===== config.mk =====
export PLATFORM = sky130hd
export DESIGN_NAME = if_fetch
export DESIGN_NICKNAME = d
export VERILOG_FILES = /design/src/rtl/if_fetch.sv
export SDC_FILE = /design/constraint.sdc
export NUM_CORES = 1
export LEC_CHECK = 0
export CAP_MARGIN = 40
export CORE_MARGIN = 2
export CORE_UTILIZATION = 40
export CTS_BUF_LIST = sky130_fd_sc_hd__clkbuf_2 sky130_fd_sc_hd__clkbuf_4 sky130_fd_sc_hd__clkbuf_8
export DETAILED_ROUTE_END_ITERATION = 10
export PLACE_DENSITY = 0.69
export SYNTH_ARGS = -nofsm -noshare
export SYNTH_HDL_FRONTEND = slang
export SYNTH_SLANG_ARGS = --single-unit

===== constraint.sdc =====
create_clock -name clk -period 8.37 [get_ports clk]
set_input_delay 1.674 -clock clk [delete_from_list [all_inputs] [get_ports clk]]
set_output_delay 1.674 -clock clk [all_outputs]
set_load 0.02 [all_outputs]

===== src/rtl/if_fetch.sv =====
// Instruction-fetch stage: issues word fetches over req/gnt + rvalid, buffers the
// returned words and presents {instr, pc} to decode; a redirect flushes and drops stale data.
module if_fetch #(
    parameter logic [31:0] RESET_PC = 32'h0000_0000,
    parameter int          DEPTH    = 2
) (
    input  logic        clk,
    input  logic        rst,
    input  logic        redirect_i,
    input  logic [31:0] redirect_pc_i,
    output logic        imem_req_o,
    output logic [31:0] imem_addr_o,
    input  logic        imem_gnt_i,
    input  logic        imem_rvalid_i,
    input  logic [31:0] imem_rdata_i,
    output logic        instr_valid_o,
    output logic [31:0] instr_o,
    output logic [31:0] instr_pc_o,
    input  logic        instr_ready_i
);
    localparam int PW = (DEPTH > 1) ? $clog2(DEPTH) : 1;
    localparam int CW = PW + 1;

    typedef enum logic [1:0] {S_IDLE, S_WAIT, S_DROP} state_t;

    state_t        r_state, w_state_next;
    logic [31:0]   r_fetch_pc, w_fetch_pc_next;
    logic [31:0]   r_hold_addr, w_hold_addr_next;
    logic          r_stale, w_stale_next;
    logic [31:0]   r_req_pc;
    logic          r_run;

    logic [31:0]   r_buf_instr [DEPTH];
    logic [31:0]   r_buf_pc    [DEPTH];
    logic [PW-1:0] r_rd_ptr, r_wr_ptr;
    logic [CW-1:0] r_count;

    logic          w_req, w_grant, w_push, w_pop, w_valid;
    logic [31:0]   w_addr;

    // In IDLE nothing is outstanding, so the credit check reduces to count < DEPTH.
    assign w_valid = (r_count != '0);
    assign w_req   = r_run && (r_state == S_IDLE) && (r_count < CW'(DEPTH));
    assign w_addr  = r_stale ? r_hold_addr : r_fetch_pc;
    assign w_grant = w_req && imem_gnt_i;
    assign w_push  = !redirect_i && (r_state == S_WAIT) && imem_rvalid_i;
    assign w_pop   = !redirect_i && w_valid && instr_ready_i;

    always_comb begin
        w_state_next     = r_state;
        w_fetch_pc_next  = r_fetch_pc;
        w_hold_addr_next = r_hold_addr;
        w_stale_next     = r_stale;
        case (r_state)
            S_IDLE: begin
                if (w_grant) begin
                    w_stale_next = 1'b0;
                    if (redirect_i || r_stale) begin
                        w_state_next = S_DROP;
                    end else begin
                        w_state_next    = S_WAIT;
                        w_fetch_pc_next = r_fetch_pc + 32'd4;
                    end
                end else if (w_req && redirect_i) begin
                    // Live request keeps its address; its eventual response is stale.
                    w_stale_next     = 1'b1;
                    w_hold_addr_next = w_addr;
                end
            end
            S_WAIT: begin
                if (imem_rvalid_i) begin
                    w_state_next = S_IDLE;
                end else if (redirect_i) begin
                    w_state_next = S_DROP;
                end
            end
            S_DROP: begin
                if (imem_rvalid_i) begin
                    w_state_next = S_IDLE;
                end
            end
            default: w_state_next = S_IDLE;
        endcase
        if (redirect_i) begin
            w_fetch_pc_next = {redirect_pc_i[31:2], 2'b00};
        end
    end

    always_ff @(posedge clk) begin
        if (rst) begin
            r_state     <= S_IDLE;
            r_fetch_pc  <= {RESET_PC[31:2], 2'b00};
            r_hold_addr <= '0;
            r_stale     <= 1'b0;
            r_req_pc    <= '0;
            r_run       <= 1'b0;
        end else begin
            r_state     <= w_state_next;
            r_fetch_pc  <= w_fetch_pc_next;
            r_hold_addr <= w_hold_addr_next;
            r_stale     <= w_stale_next;
            r_run       <= 1'b1;
            if (w_grant) begin
                r_req_pc <= w_addr;
            end
        end
    end

    always_ff @(posedge clk) begin
        if (rst || redirect_i) begin
            r_rd_ptr <= '0;
            r_wr_ptr <= '0;
            r_count  <= '0;
        end else begin
            if (w_push) begin
                r_wr_ptr <= r_wr_ptr + 1'b1;
            end
            if (w_pop) begin
                r_rd_ptr <= r_rd_ptr + 1'b1;
            end
            case ({w_push, w_pop})
                2'b10:   r_count <= r_count + 1'b1;
                2'b01:   r_count <= r_count - 1'b1;
                default: r_count <= r_count;
            endcase
        end
    end

    always_ff @(posedge clk) begin
        if (rst) begin
            for (int i = 0; i < DEPTH; i++) begin
                r_buf_instr[i] <= '0;
                r_buf_pc[i]    <= '0;
            end
        end else if (w_push) begin
            r_buf_instr[r_wr_ptr] <= imem_rdata_i;
            r_buf_pc[r_wr_ptr]    <= r_req_pc;
        end
    end

    assign imem_req_o    = w_req;
    assign imem_addr_o   = w_addr;
    assign instr_valid_o = w_valid;
    assign instr_o       = r_buf_instr[r_rd_ptr];
    assign instr_pc_o    = r_buf_pc[r_rd_ptr];

endmodule


# Word level (Yosys, flattened, before mapping)
# Memory sizes are Yosys's and may differ from the RTL's. A register that Yosys moved wholly into a read port is not among the register bits.
# Index checks and enable logic that the tools add are counted.
# Widths: inputs -> output; s select.
[totals]
regBits = 104
out_inout_bits = 98
n_memories = 2
in_bits = 70
elab_cells = 83
mem_bits_rw = 128
[op_classes]
n_bitwise = 2
n_addsub = 5
n_mux = 30
eq_ne = 8
order_cmp = 1
n_reduce_logical = 25
[mem_list]
columns = ["memory", "depth", "width", "rd", "rd_ports_with_merged_regs", "write_ports", "line", "rtl"]
rows = [
  ["r_buf_instr", 2, 32, 1, 1, 2, "33", "logic [31:0] r_buf_instr [DEPTH];"],
  ["r_buf_pc", 2, 32, 1, 1, 2, "34", "logic [31:0] r_buf_pc [DEPTH];"],
]
[ops]
columns = ["operator", "count"]
rows = [
  ["$mux 32", 7],
  ["$reduce_or 32->1", 2],
  ["$add 32x3->32 const B", 1],
  ["$mux 1", 16],
  ["$reduce_and 3->1", 4],
  ["$mux 2", 5],
  ["$reduce_bool 2->1", 5],
  ["$logic_and 1x1->1", 8],
  ["$ne 2x2->1 const B", 3],
  ["$pmux 2 s3", 1],
  ["$eq 2x1->1 const B", 2],
  ["$eq 2x2->1 const B", 2],
  ["$pmux 2 s2", 1],
  ["$ne 3x3->1 const B", 1],
  ["$add 1x1->1 const B", 2],
  ["$add 2x1->2 const B", 1],
  ["$logic_not 2->1", 1],
  ["$logic_or 1x1->1", 2],
  ["$lt 2x2->1 const B", 1],
  ["$not 1->1", 2],
  ["$reduce_and 2->1", 1],
  ["$reduce_or 2->1", 1],
  ["$sub 2x1->2 const B", 1],
  ["$logic_not 1->1", 1],
]

# Logic depth before layout (Yosys ltp)
[logic_depth]
word_depth = 8
ltp_mapped = 8
depth_no_buf = 7

# Least setup slack after synthesis
# Ideal clock, no wire load.
[synth_path]
path_type = "input -> register"
startpoint = "input redirect_i"
endpoint = "memory r_buf_instr[0][0] (enable)"
setup_time_ns = 0.575
path_buffers = 0
stages = 3
arrival_ns = 6.442
required_ns = 7.795
slack_ns = 1.354
cell_sequence = "clkinv_1 > nand3_1 > o21ai_0"
[synth_rtl]
columns = ["element", "line", "rtl"]
rows = [
  ["from (decl)", "9", "input logic redirect_i,"],
  ["to (decl)", "33", ""],
]

# Worst setup path after layout
[layout_path]
startpoint = "register r_stale"
endpoint = "output imem_addr_o[18]"
[layout_via]
elab_chain_len = 1
[layout_lines]
columns = ["element", "line", "rtl"]
rows = [
  ["from (decl)", "29", "logic r_stale, w_stale_next;"],
  ["from (signal assigned)", "101", "r_stale <= w_stale_next;"],
  ["$mux 32", "44", "assign w_addr = r_stale ? r_hold_addr : r_fetch_pc;"],
  ["to (decl)", "12", "output logic [31:0] imem_addr_o,"],
]
# No other way between the ends.

==> flow_metrics.tcl <==
set metrics [dict create \
    fp.dieH_um 163 \
    drt-total-wl_um 22100 \
    areaGrowthSynthToFinish_pct 28.3 \
    drc_errors 0 \
    setup_tns_ns 0 \
    die_w_um 163 \
    cp.depth 4 \
    antenna_found_initial 0 \
    critPathMaxFanout 27 \
    hpwl_um 14300 \
    cts-root-buf "clkbuf_8" \
    worstSetupPathType "reg -> out" \
    end_kind "output pin" \
    post_cts_buffers 0 \
    rsz0062_at_grt "no" \
    cp_num_buf_inv 3 \
    synthArstFlopShare_pct 0 \
    grt_pass1_vias 6798 \
    hold_viol 0 \
    synth_top_cell_by_area "edfxtp_1" \
    netlist.area_leader.share_pct 38.2 \
    cp-start-kind "flip-flop" \
    cpPeakStageDelay_ns 0.55 \
    finalNetCount 1105 \
    peakVddDrop_mv 0.0845 \
    io_pins 168 \
    syn_avg_cell_area_um2 11.5 \
    tritoncts "built" \
    slew_headroom_pct 46.5 \
    htree_levels 2 \
    p_leak_nw 4.81 \
    fin_area_mm2 0.0129 \
    synth_cell_types 49 \
    worstPathRequired_ns 6.70 \
    yosysSeqAreaShare_pct 58.7 \
    die_area_mm2 0.0264 \
    firstDrtPassIters 5 \
    clock-sinks 231 \
    syn_area_mm2 0.0101 \
    start_util_pct 40.3 \
    ff2ff_path_depth 7 \
    wl_per_cell_um 15.9 \
    syn_nets 943 \
    power_density_mw_per_mm2 196 \
    cts_buffer_depth 3 \
    dpl_cell_area_mm2 0.0121 \
    fp-row-count 58 \
    crit_arrival_ns 2.63 \
    grtUsageTotal_pct 16.8 \
    status "finished, final reports clean" \
    cts_hold_buf 0 \
    fin_skew_ns 0.0239 \
    max_cap_violations 0 \
    crit_chain "buf_4 > mux2i_1 > inv_1 > clkdlybuf4s50_1" \
    hold_path_depth 1 \
    cts_resized 0 \
    clock_latency_ns 0.52 \
    ant_nets 0 \
    slew_viol_final 0 \
    antenna_cells 0 \
    synth_area_leaders "edfxtp_1, dfxtp_1, and2_1" \
    cp_slowest_cell "clkdlybuf4s50_1" \
    synth-main-ff-cell "edfxtp_1" \
    grt_max_degree 65 \
    fmax_ghz 0.233 \
    synthTopCellsByCount "and2_1, edfxtp_1, dfxtp_1" \
    grt_pass1_wl_um 35200 \
    core_area_mm2 0.0250 \
    worstMarginPinSlew_ns 0.800 \
    port_buffers 165 \
    cts-buffers-inserted 38 \
    yosysMostFrequentCell "and2_1" \
    synth-seq-cells 231 \
    finalSetupViolCount 0 \
    period_share_pct 51.4 \
    drt-initial-drc-count 387 \
    cts.clk_slew.worst_paths_ns 0.06 \
    grt_overflow 0 \
    gp_congestion 0.795 \
    total_power_mw 2.53 \
    route.vias.total 6820 \
    hold_path_class "reg -> reg" \
    synth_edf_count 128 \
    avgViaCountPerCell 4.90 \
    yosysWarnings 0 \
    fin_crit_ns 4.30 \
    layout-drive-gt1-share_pct 15.3 \
    synth_cells 871 \
    critPathTopFamily "buffers and inverters" \
]
==> state kept, by name (all words and copies together) (netlist names), named ones only <==
| signal | flops |
|---|---|
| r_buf_instr | 64 |
| r_buf_pc | 64 |
| r_hold_addr | 32 |
| r_req_pc | 32 |
| r_fetch_pc | 30 |
| r_count | 2 |
| r_state | 2 |
| r_rd_ptr | 1 |
| r_run | 1 |
| r_stale | 1 |
| r_wr_ptr | 1 |
==> report_power, final <==
group	internal (mW)	total, mW	switching, mW
registers	1.25	1.28	0.0311
logic	0.119	0.253	0.134
clock network	0.574	0.997	0.422
total	1.94	2.53	0.587
==> path summary, 6_finish.rpt <==
path | startpoint | endpoint | slack, ns
worst min register to register | r_hold_addr[0] | r_hold_addr[0] | 0.47
worst min-delay path | r_hold_addr[0] | r_hold_addr[0] | 0.47
worst max-delay path | r_stale | imem_addr_o[18] | 4.07
worst max register to register | r_count[1] | r_hold_addr[23] | 5.95
==> metrics by stage <==
stage                     worst slack (ns)  hold WS (ns)  utilization (%)  instances
after floorplan                       1.35         0.440                -        871
after global placement                4.01         0.458             48.0       1318
after detailed placement              4.17         0.464             48.5       1323
after CTS                             4.03         0.472             51.7       1391
after global routing                  3.92         0.483             51.7       1391
final                                 4.07         0.470             51.7       1391
==> layout by cell type, fill, tap and decap left out, drive strengths merged, types with 5 or more instances in the layout <==
cell type / Yosys / routed
clkdlybuf4s50: 0 / 164
and2: 133 / 133
edfxtp: 128 / 128
dfxtp: 103 / 103
nor2: 95 / 95
a211oi: 81 / 81
clkbuf: 41 / 65
mux2: 64 / 64
inv: 35 / 35
mux2i: 31 / 31
nand2: 28 / 28
xnor2: 15 / 15
buf: 15 / 14
a21oi: 13 / 13
xor2: 12 / 12
nand3: 11 / 11
nor3: 10 / 10
nand4: 9 / 9
and3: 7 / 7
nor4: 6 / 6
clkinv: 2 / 5
==> metal layers <==
layer | part of all wire (%) | vias up | global-route usage, % | wire length (um)
met5 | 0 | - | 0 | 0
met4 | 2.4 | 0 | 6.23 | 523
met3 | 5.0 | 39 | 3.00 | 1100
met2 | 47 | 176 | 28.1 | 10500
met1 | 45 | 3198 | 21.9 | 10000
li1 | - | 3407 | - | -
==> cell type report <==
| type | instances | area, um2 |
|---|---|---|
| fill | 2229 | 12100 |
| clock inverter | 3 | 12.5 |
| sequential | 231 | 5910 |
| tap | 330 | 413 |
| multi-input combinational | 547 | 3820 |
| timing repair buffer | 178 | 1830 |
| clock buffer | 65 | 769 |
| inverter | 37 | 139 |
==> kinds of logic (layout without fill, tap and decap cells) <==
family	Yosys count	in the layout	synth area share [%]
AND/OR/NAND/NOR	316	316	17.1
flip-flops	231	231	58.7
AO/OA/AOI/OAI	107	107	7.75
multiplexers	95	95	10.3
buffers and inverters	93	283	3.62
XOR/XNOR	27	27	2.35
adder cells (fa/ha/maj)	2	2	0.249
(Power assumes the default switching activity.)
